File: config.mk
export PLATFORM = sky130hd
export DESIGN_NAME = data_memory_ctrl
export DESIGN_NICKNAME = d
export VERILOG_FILES = /design/src/rtl/data_memory_ctrl.sv
export SDC_FILE = /design/constraint.sdc
export NUM_CORES = 2
export LEC_CHECK = 0
export BUFFER_PORTS_ARGS = -buffer_cell sky130_fd_sc_hd__buf_2
export CORE_MARGIN = 1
export CORE_UTILIZATION = 45
export CTS_CLUSTER_SIZE = 16
export DETAILED_ROUTE_END_ITERATION = 7
export PLACE_DENSITY_LB_ADDON = 0.1
export SLEW_MARGIN = 25
export SYNTH_ARGS = -nofsm -noshare
export SYNTH_HDL_FRONTEND = slang
export SYNTH_SLANG_ARGS = --single-unit
export TNS_END_PERCENT = 100
File: constraint.sdc
create_clock -name clk -period 11.7 [get_ports clk]
set_clock_uncertainty 0.15 [all_clocks]
set_input_delay 0.585 -clock clk [delete_from_list [all_inputs] [get_ports clk]]
set_output_delay 0.585 -clock clk [all_outputs]
set_load 0.005 [all_outputs]
File: src/rtl/data_memory_ctrl.sv
// rtl/data_memory_ctrl.sv - word-organised data memory with init sweep, byte/half/word access and one-deep response
module data_memory_ctrl #(
    parameter int          DEPTH    = 64,
    parameter int          ADDR_W   = 32,
    parameter logic [31:0] INIT_VAL = 32'd8
) (
    input  logic              clk,
    input  logic              reset,
    input  logic              req_valid,
    output logic              req_ready,
    input  logic              req_we,
    input  logic [ADDR_W-1:0] req_addr,
    input  logic [31:0]       req_wdata,
    input  logic [1:0]        req_size,
    input  logic              req_unsigned,
    output logic              rsp_valid,
    input  logic              rsp_ready,
    output logic [31:0]       rsp_rdata,
    output logic              rsp_err,
    output logic              init_done
);

    localparam int AW = $clog2(DEPTH);

    typedef enum logic [1:0] {S_INIT, S_IDLE, S_RESP} state_t;

    state_t          state, state_nxt;
    logic [AW-1:0]   init_idx;
    logic [31:0]     mem [DEPTH];

    logic [AW-1:0]   idx;
    logic [1:0]      lane;
    logic            accept;
    logic            err;
    logic [31:0]     rd_word;
    logic [31:0]     rd_sh;
    logic [31:0]     load_val;
    logic [31:0]     wr_sh;
    logic [3:0]      be;
    logic [31:0]     wr_word;

    assign idx     = req_addr[AW+1:2];
    assign lane    = req_addr[1:0];
    assign accept  = req_valid && (state == S_IDLE);
    assign rd_word = mem[idx];
    assign rd_sh   = rd_word >> {lane, 3'b000};

    always_ff @(posedge clk or negedge reset) begin
        if (!reset) begin
            state <= S_INIT;
        end else begin
            state <= state_nxt;
        end
    end

    always_comb begin
        state_nxt = state;
        case (state)
            S_INIT:  if (init_idx == AW'(DEPTH - 1)) state_nxt = S_IDLE;
            S_IDLE:  if (req_valid) state_nxt = S_RESP;
            S_RESP:  if (rsp_ready) state_nxt = S_IDLE;
            default: state_nxt = S_INIT;
        endcase
    end

    always_comb begin
        req_ready = (state == S_IDLE);
        rsp_valid = (state == S_RESP);
    end

    // High address bits beyond the array are decoded as out-of-range rather than aliased.
    always_comb begin
        err = 1'b0;
        case (req_size)
            2'b01:   err = lane[0];
            2'b10:   err = (lane != 2'b00);
            2'b11:   err = 1'b1;
            default: err = 1'b0;
        endcase
        if ((req_addr >> (AW + 2)) != '0) err = 1'b1;
    end

    always_comb begin
        case (req_size)
            2'b00:   load_val = req_unsigned ? {24'd0, rd_sh[7:0]}  : {{24{rd_sh[7]}}, rd_sh[7:0]};
            2'b01:   load_val = req_unsigned ? {16'd0, rd_sh[15:0]} : {{16{rd_sh[15]}}, rd_sh[15:0]};
            default: load_val = rd_word;
        endcase
    end

    // Store data is replicated across lanes so the byte enables alone select the target bytes.
    always_comb begin
        case (req_size)
            2'b00:   begin wr_sh = {4{req_wdata[7:0]}};  be = 4'b0001 << lane; end
            2'b01:   begin wr_sh = {2{req_wdata[15:0]}}; be = 4'b0011 << lane; end
            default: begin wr_sh = req_wdata;            be = 4'b1111;         end
        endcase
        wr_word = rd_word;
        for (int b = 0; b < 4; b++) begin
            if (be[b]) wr_word[8*b +: 8] = wr_sh[8*b +: 8];
        end
    end

    always_ff @(posedge clk or negedge reset) begin
        if (!reset) begin
            init_idx  <= '0;
            init_done <= 1'b0;
        end else if (state == S_INIT) begin
            init_idx <= init_idx + 1'b1;
            if (init_idx == AW'(DEPTH - 1)) init_done <= 1'b1;
        end
    end

    always_ff @(posedge clk or negedge reset) begin
        if (!reset) begin
            rsp_rdata <= '0;
            rsp_err   <= 1'b0;
        end else if (accept) begin
            rsp_rdata <= (err || req_we) ? 32'd0 : load_val;
            rsp_err   <= err;
        end
    end

    always_ff @(posedge clk) begin
        if (state == S_INIT) begin
            mem[init_idx] <= INIT_VAL;
        end else if (accept && req_we && !err) begin
            mem[idx] <= wr_word;
        end
    end

endmodule

Word level (Yosys, flattened, before mapping)
Memory sizes are Yosys's and may differ from the RTL's.
Index checks and enable logic that the tools add are counted.

storage, ports and cells
  register bits = 42
  memory bits (writable) = 2048
  bits of input ports = 72
  output and inout port bits = 36
  word-level logic and storage cells = 55
  memories kept = 1

memory list
  memory  depth  width  rd ports  clocked after memory_dff  wr ports  RTL line  source
  mem     64     32     1         0                         1         29        logic [31:0] mem [DEPTH];

operators by class
  $add $sub $neg = 1
  equality and inequality tests = 9
  shift-type cells = 3
  multiplexer cells = 24
  reduce and logical (&&, ||, !) cells = 12

operators by type and width
  kind                   number
  $mux W32               4
  $pmux W32 S2           2
  $mux W8                4
  $reduce_bool A32 Y1    1
  $reduce_or A32 Y1      1
  $shr A32 B5 Y16        1
  $pmux W4 S2            1
  $mux W1                7
  $add A6 B1 Y6 const B  1
  $eq A2 B2 Y1 const B   3
  $eq A6 B6 Y1 const B   1
  $mux W2                3
  $mux W6                1
  $pmux W2 S3            1
  $eq A2 B1 Y1 const B   2
  $logic_not A2 Y1       2
  $ne A2 B1 Y1 const B   2
  $shl A1 B2 Y4 const A  1
  $shl A2 B2 Y4 const A  1
  $logic_and A1 B1 Y1    3
  $pmux W1 S3            1
  $reduce_and A3 Y1      1
  $ne A2 B2 Y1 const B   1
  $reduce_and A2 Y1      1
  3 further kinds        3

Depth between registers and ports, before layout
  depth in word-level cells = 10
  depth in mapped cells = 14
  mapped depth without buffers = 8

Worst setup path before layout
Ideal clock, no wire load.

  kind = input port to flip-flop
  start = input req_addr[22]
  end = memory mem[0][31], data pin
  library setup time = 1289 ps
  arrival time = 7930 ps
  data required time = 10261 ps
  setup slack = 2330 ps
  cell stages on the path = 6
  path buffers = 1
  cells stage by stage = or4_1 or4_1 nor3_1 nand2_1 clkbuf_1 a2111oi_0

between the ends
  longest elaborated chain between the ends = 9

RTL lines
  item                           RTL line  source
  start, declared                12        input logic [ADDR_W-1:0] req_addr,
  $reduce_bool A32 Y1            80        if ((req_addr >> (AW + 2)) != '0) err = 1'b1;
  $mux W1                        80
  $logic_not A1 Y1               127       end else if (accept && req_we && !err) begin
  $logic_and A1 B1 Y1            127
  $mux W1                        127
  $mux W1                        125       if (state == S_INIT) begin
  $mux W1 (not written as such)  128       mem[idx] <= wr_word;
  $reduce_or A32 Y1 (no line)    -
  $mux W32 (no line)             -
  end, declared                  29

No other way between the ends.

Worst setup path in the final report
  start = register state[1]
  end = memory mem[10][16], enable pin

between the ends
  longest elaborated chain between the ends = 9
  elaborated cells between the ends (all ways) = 13
  those cells by class = eq/ne (1); mux (7); reduce/logical (5)

RTL lines
  item                                          RTL line  source
  start, declared                               27        state_t state, state_nxt;
  start signal, assigned                        52        state <= state_nxt;
  $eq A2 B1 Y1                                  44        assign accept = req_valid && (state == S_IDLE);
  $logic_and A1 B1 Y1                           44
  $logic_and A1 B1 Y1 (2 in a row)              127
  $mux W1                                       127
  $mux W1                                       125
  $mux W1 (not written as such)                 128
  $reduce_or A32 Y1 (no line)                   -
  $mux W6 (no line) or $mux W1 (tied branches)  -

Parallel ways exist; a longest one is shown, timed or not.

==> impl_metrics.env <==
export IMPL_outcome="completed"
export IMPL_min_to="rsp_err"
export IMPL_first_global_vias=40165
export IMPL_synth_flop_cell="edfxtp_1"
export IMPL_core_area_sq_um=179000
export IMPL_clock_sinks=2090
export IMPL_cp_required_ps=12050
export IMPL_worstSetupPathType="reg2reg"
export IMPL_p_int_mw=12.4
export IMPL_final_nets=4042
export IMPL_start_util=0.454
export IMPL_max_freq_mhz=200
export IMPL_ys_ff_latch=2090
export IMPL_synth_cells=3706
export IMPL_stdcell_count=6496
export IMPL_wirelength_um=232000
export IMPL_gr_total_overflow=0
export IMPL_h_tree_depth=4
export IMPL_grt_pass1_wl_um=323000
export IMPL_syn_nets=3779
export IMPL_via_count=40393
export IMPL_synthesis_area_sq_um=81100
export IMPL_drive_above_1_share=0.293
export IMPL_drt_iter0_markers=4950
export IMPL_rows=155
export IMPL_cts_tree="built"
export IMPL_r2r_setup_slack_ps=6690
export IMPL_syn_area_per_cell_sq_um=21.9
export IMPL_p_seq_frac=0.523
export IMPL_p_switching_mw=4.00
export IMPL_r2r_cells=9
export IMPL_dr_pass1_iters=5
export IMPL_rsz0062_at_grt="no"
export IMPL_combPwrFrac=0.094
export IMPL_clk_latency_ps=850
export IMPL_switching_share=0.244
export IMPL_period_share=0.428
export IMPL_async_flop_share=0.0201
export IMPL_placed_cells=6111
export IMPL_grtUsageTotal=0.258
export IMPL_synth_edf_count=2048
export IMPL_ant_nets=0
export IMPL_clockBufferDepth=3
export IMPL_port_buffers=107
export IMPL_end_kind="flip-flop"
export IMPL_die_width_um=427
export IMPL_hold_start="req_addr[12]"
export IMPL_r2r_end="mem[10][16]"
export IMPL_power_frac_clock=0.383
export IMPL_period_minus_slack_ps=5010
export IMPL_synth_distinct_cells=62
export IMPL_maxSlewViolCount=0
export IMPL_area_growth_pct=13.5
export IMPL_power_density_nw_per_um2=178
export IMPL_drc_errors=0
export IMPL_final_common_cell="edfxtp_1"
export IMPL_hp_class="in2reg"
export IMPL_tightest_slew_ps=1100
export IMPL_critical_path_max_fanout=32
export IMPL_relSlewSlack=0.260
export IMPL_min_path_cells=5
export IMPL_n_fill_cell=14122
export IMPL_tns_ps=0
export IMPL_finalHoldViolations=0
export IMPL_cts_resized=0
export IMPL_io_pins=108
export IMPL_final_cell_mix="edfxtp_1 (2048), mux4_2 (531), clkbuf_16 (212), a22oi_1 (185), buf_4 (145)"
export IMPL_path_clk_slew_ps=60
export IMPL_arrival_ps=5360
export IMPL_maxCapViolCount=0
export IMPL_r2r_start="state[1]"
export IMPL_yosys_warnings=0
export IMPL_postCtsSetupBuffers=0
export IMPL_root_buffer="clkbuf_16"
export IMPL_cellLeakagePower_nw=31.9
export IMPL_die_height_um=427
export IMPL_dp_hpwl_um=125000
export IMPL_setup_viol=0
export IMPL_cts_buffers=207
export IMPL_fp_dieArea_sq_um=182000
export IMPL_start_kind="flip-flop"
export IMPL_grt_max_degree=114
export IMPL_antenna_found_initial=4
export IMPL_gp_congestion=0.924
export IMPL_vdd_ir_drop_max_mv=0.152
export IMPL_yosysSeqAreaShare=0.771
export IMPL_via_per_inst=6.22
export IMPL_wl_per_cell_um=35.7
==> routing by layer <==
metal | GRT usage | wire length [um] | vias to the layer above
met5 | 0 | 10 | -
met4 | 0.0881 | 8310 | 2
met3 | 0.0349 | 13500 | 351
met2 | 0.415 | 113000 | 1440
met1 | 0.364 | 96800 | 22309
li1 | - | - | 16291
==> layout make-up <==
class | count | area [sq um] | area share
flip-flops and latches | 2090 | 62600 | 0.679
clock inverters | 105 | 762 | 0.00827
diodes | 3 | 7.51 | 0.0000815
inverters | 6 | 22.5 | 0.000245
repair buffers | 269 | 1980 | 0.0215
multi-input cells | 1395 | 18300 | 0.198
clock buffers | 273 | 5560 | 0.0604
well taps | 2355 | 2950 | 0.0320
==> metrics by stage <==
step                      utilization  cell area (sq um)  setup slack (ps)  hold WS (ps)  power [mW]
after floorplan                     -              81100              2330           139        9.49
after global placement          0.478              85500              5970           321        10.3
after detailed placement        0.479              85700              5960           334        10.3
after CTS                       0.515              92100              6660         0.997        16.5
after global routing            0.515              92100              6380           125        16.9
final                           0.515              92100              6690          53.2        16.4
==> synthesized netlist by cell type, types with 3 or more instances <==
cell       count  share of area
or2_2          5        0.00039
o31ai_1       28         0.0026
a311oi_1       3        0.00032
a2111oi_0      4        0.00043
o21ai_1        7        0.00043
o221ai_1       7        0.00076
mux2i_1       49         0.0060
inv_1          4        0.00019
a211oi_1      11         0.0010
nand3b_1       5        0.00046
nor2b_1       16         0.0012
nand3_1       16        0.00099
clkbuf_1     100         0.0046
buf_4         12         0.0011
nand4_1        5        0.00039
nor4_1        12        0.00093
nor4_2         6        0.00093
xnor2_1        3        0.00032
mux2_2        24         0.0033
and3_1         4        0.00031
nor3_1        14        0.00086
a221oi_1       5        0.00054
a22oi_1      187          0.017
nand2b_1      10        0.00077
buf_6         31         0.0043
buf_1         31         0.0014
nor3b_1        7        0.00065
and2_1         6        0.00046
or4_1         16         0.0015
buf_2         38         0.0023
a21o_1        11         0.0010
o21ai_0       16        0.00099
a21oi_1      130         0.0080
nor2_1       148         0.0068
dfrtp_1       42          0.013
mux4_2       531           0.15
edfxtp_1    2048           0.76
nand2_1       83         0.0038
==> power groups by stage <==
stage               logic, mW  clock network [mW]  registers, mW
finish                   1.54                6.29           8.58
global route             1.60                6.65           8.60
CTS                      1.56                6.38           8.58
detailed placement       1.56                   0           8.74
global placement         1.54                   0           8.73
floorplan               0.772                   0           8.71
==> flip-flops by register name (all words and copies together), names as in the netlist <==
| name | count |
|---|---|
| mem | 2048 |
| init_idx | 6 |
| state | 2 |
| rsp_rdata | 32 |
| rsp_err | 1 |
| init_done | 1 |
==> how the worst max path moves through the flow <==
stage | start | to | slack [ps]
final | state[1] | mem[10][16] | 6690
after global routing | state[1] | mem[11][25] | 6380
after CTS | state[1] | mem[10][16] | 6660
after detailed placement | req_addr[2] | rsp_rdata[30] | 5960
after global placement | req_addr[2] | rsp_rdata[27] | 5970
after floorplan | req_addr[22] | mem[0][31] | 2330
==> kinds of logic (layout without fill, tap and decap cells) <==
| family | after synthesis | after routing | share of synthesized area |
|---|---|---|---|
| and+or+nand+nor | 360 | 360 | 0.0213 |
| xor gates and xnor gates | 4 | 4 | 0.000432 |
| adders and majority gates | 1 | 1 | 0.000154 |
| DFF | 2090 | 2090 | 0.771 |
| other | 0 | 3 | 0 |
| buffers and inverters | 221 | 653 | 0.0148 |
| AOI/OAI and AO/OA | 426 | 426 | 0.0353 |
| muxes | 604 | 604 | 0.157 |
==> worst max-delay path: stages, from the launching register on <==
cell      delay (ps)
dfrtp_1          450
nand3b_1         220
or4_1            470
nor3_1           490
buf_4            260
nand2_4          340
a21oi_1          500
nand2_1          520
nor2_4           750
buf_4            460
==> repair_timing <==
item,in CTS,in global routing
endpoints found under the hold margin,44,0
hold buffers,3,0
setup endpoints to repair,0,0
No activity file was read; power rests on OpenSTA's default activity.
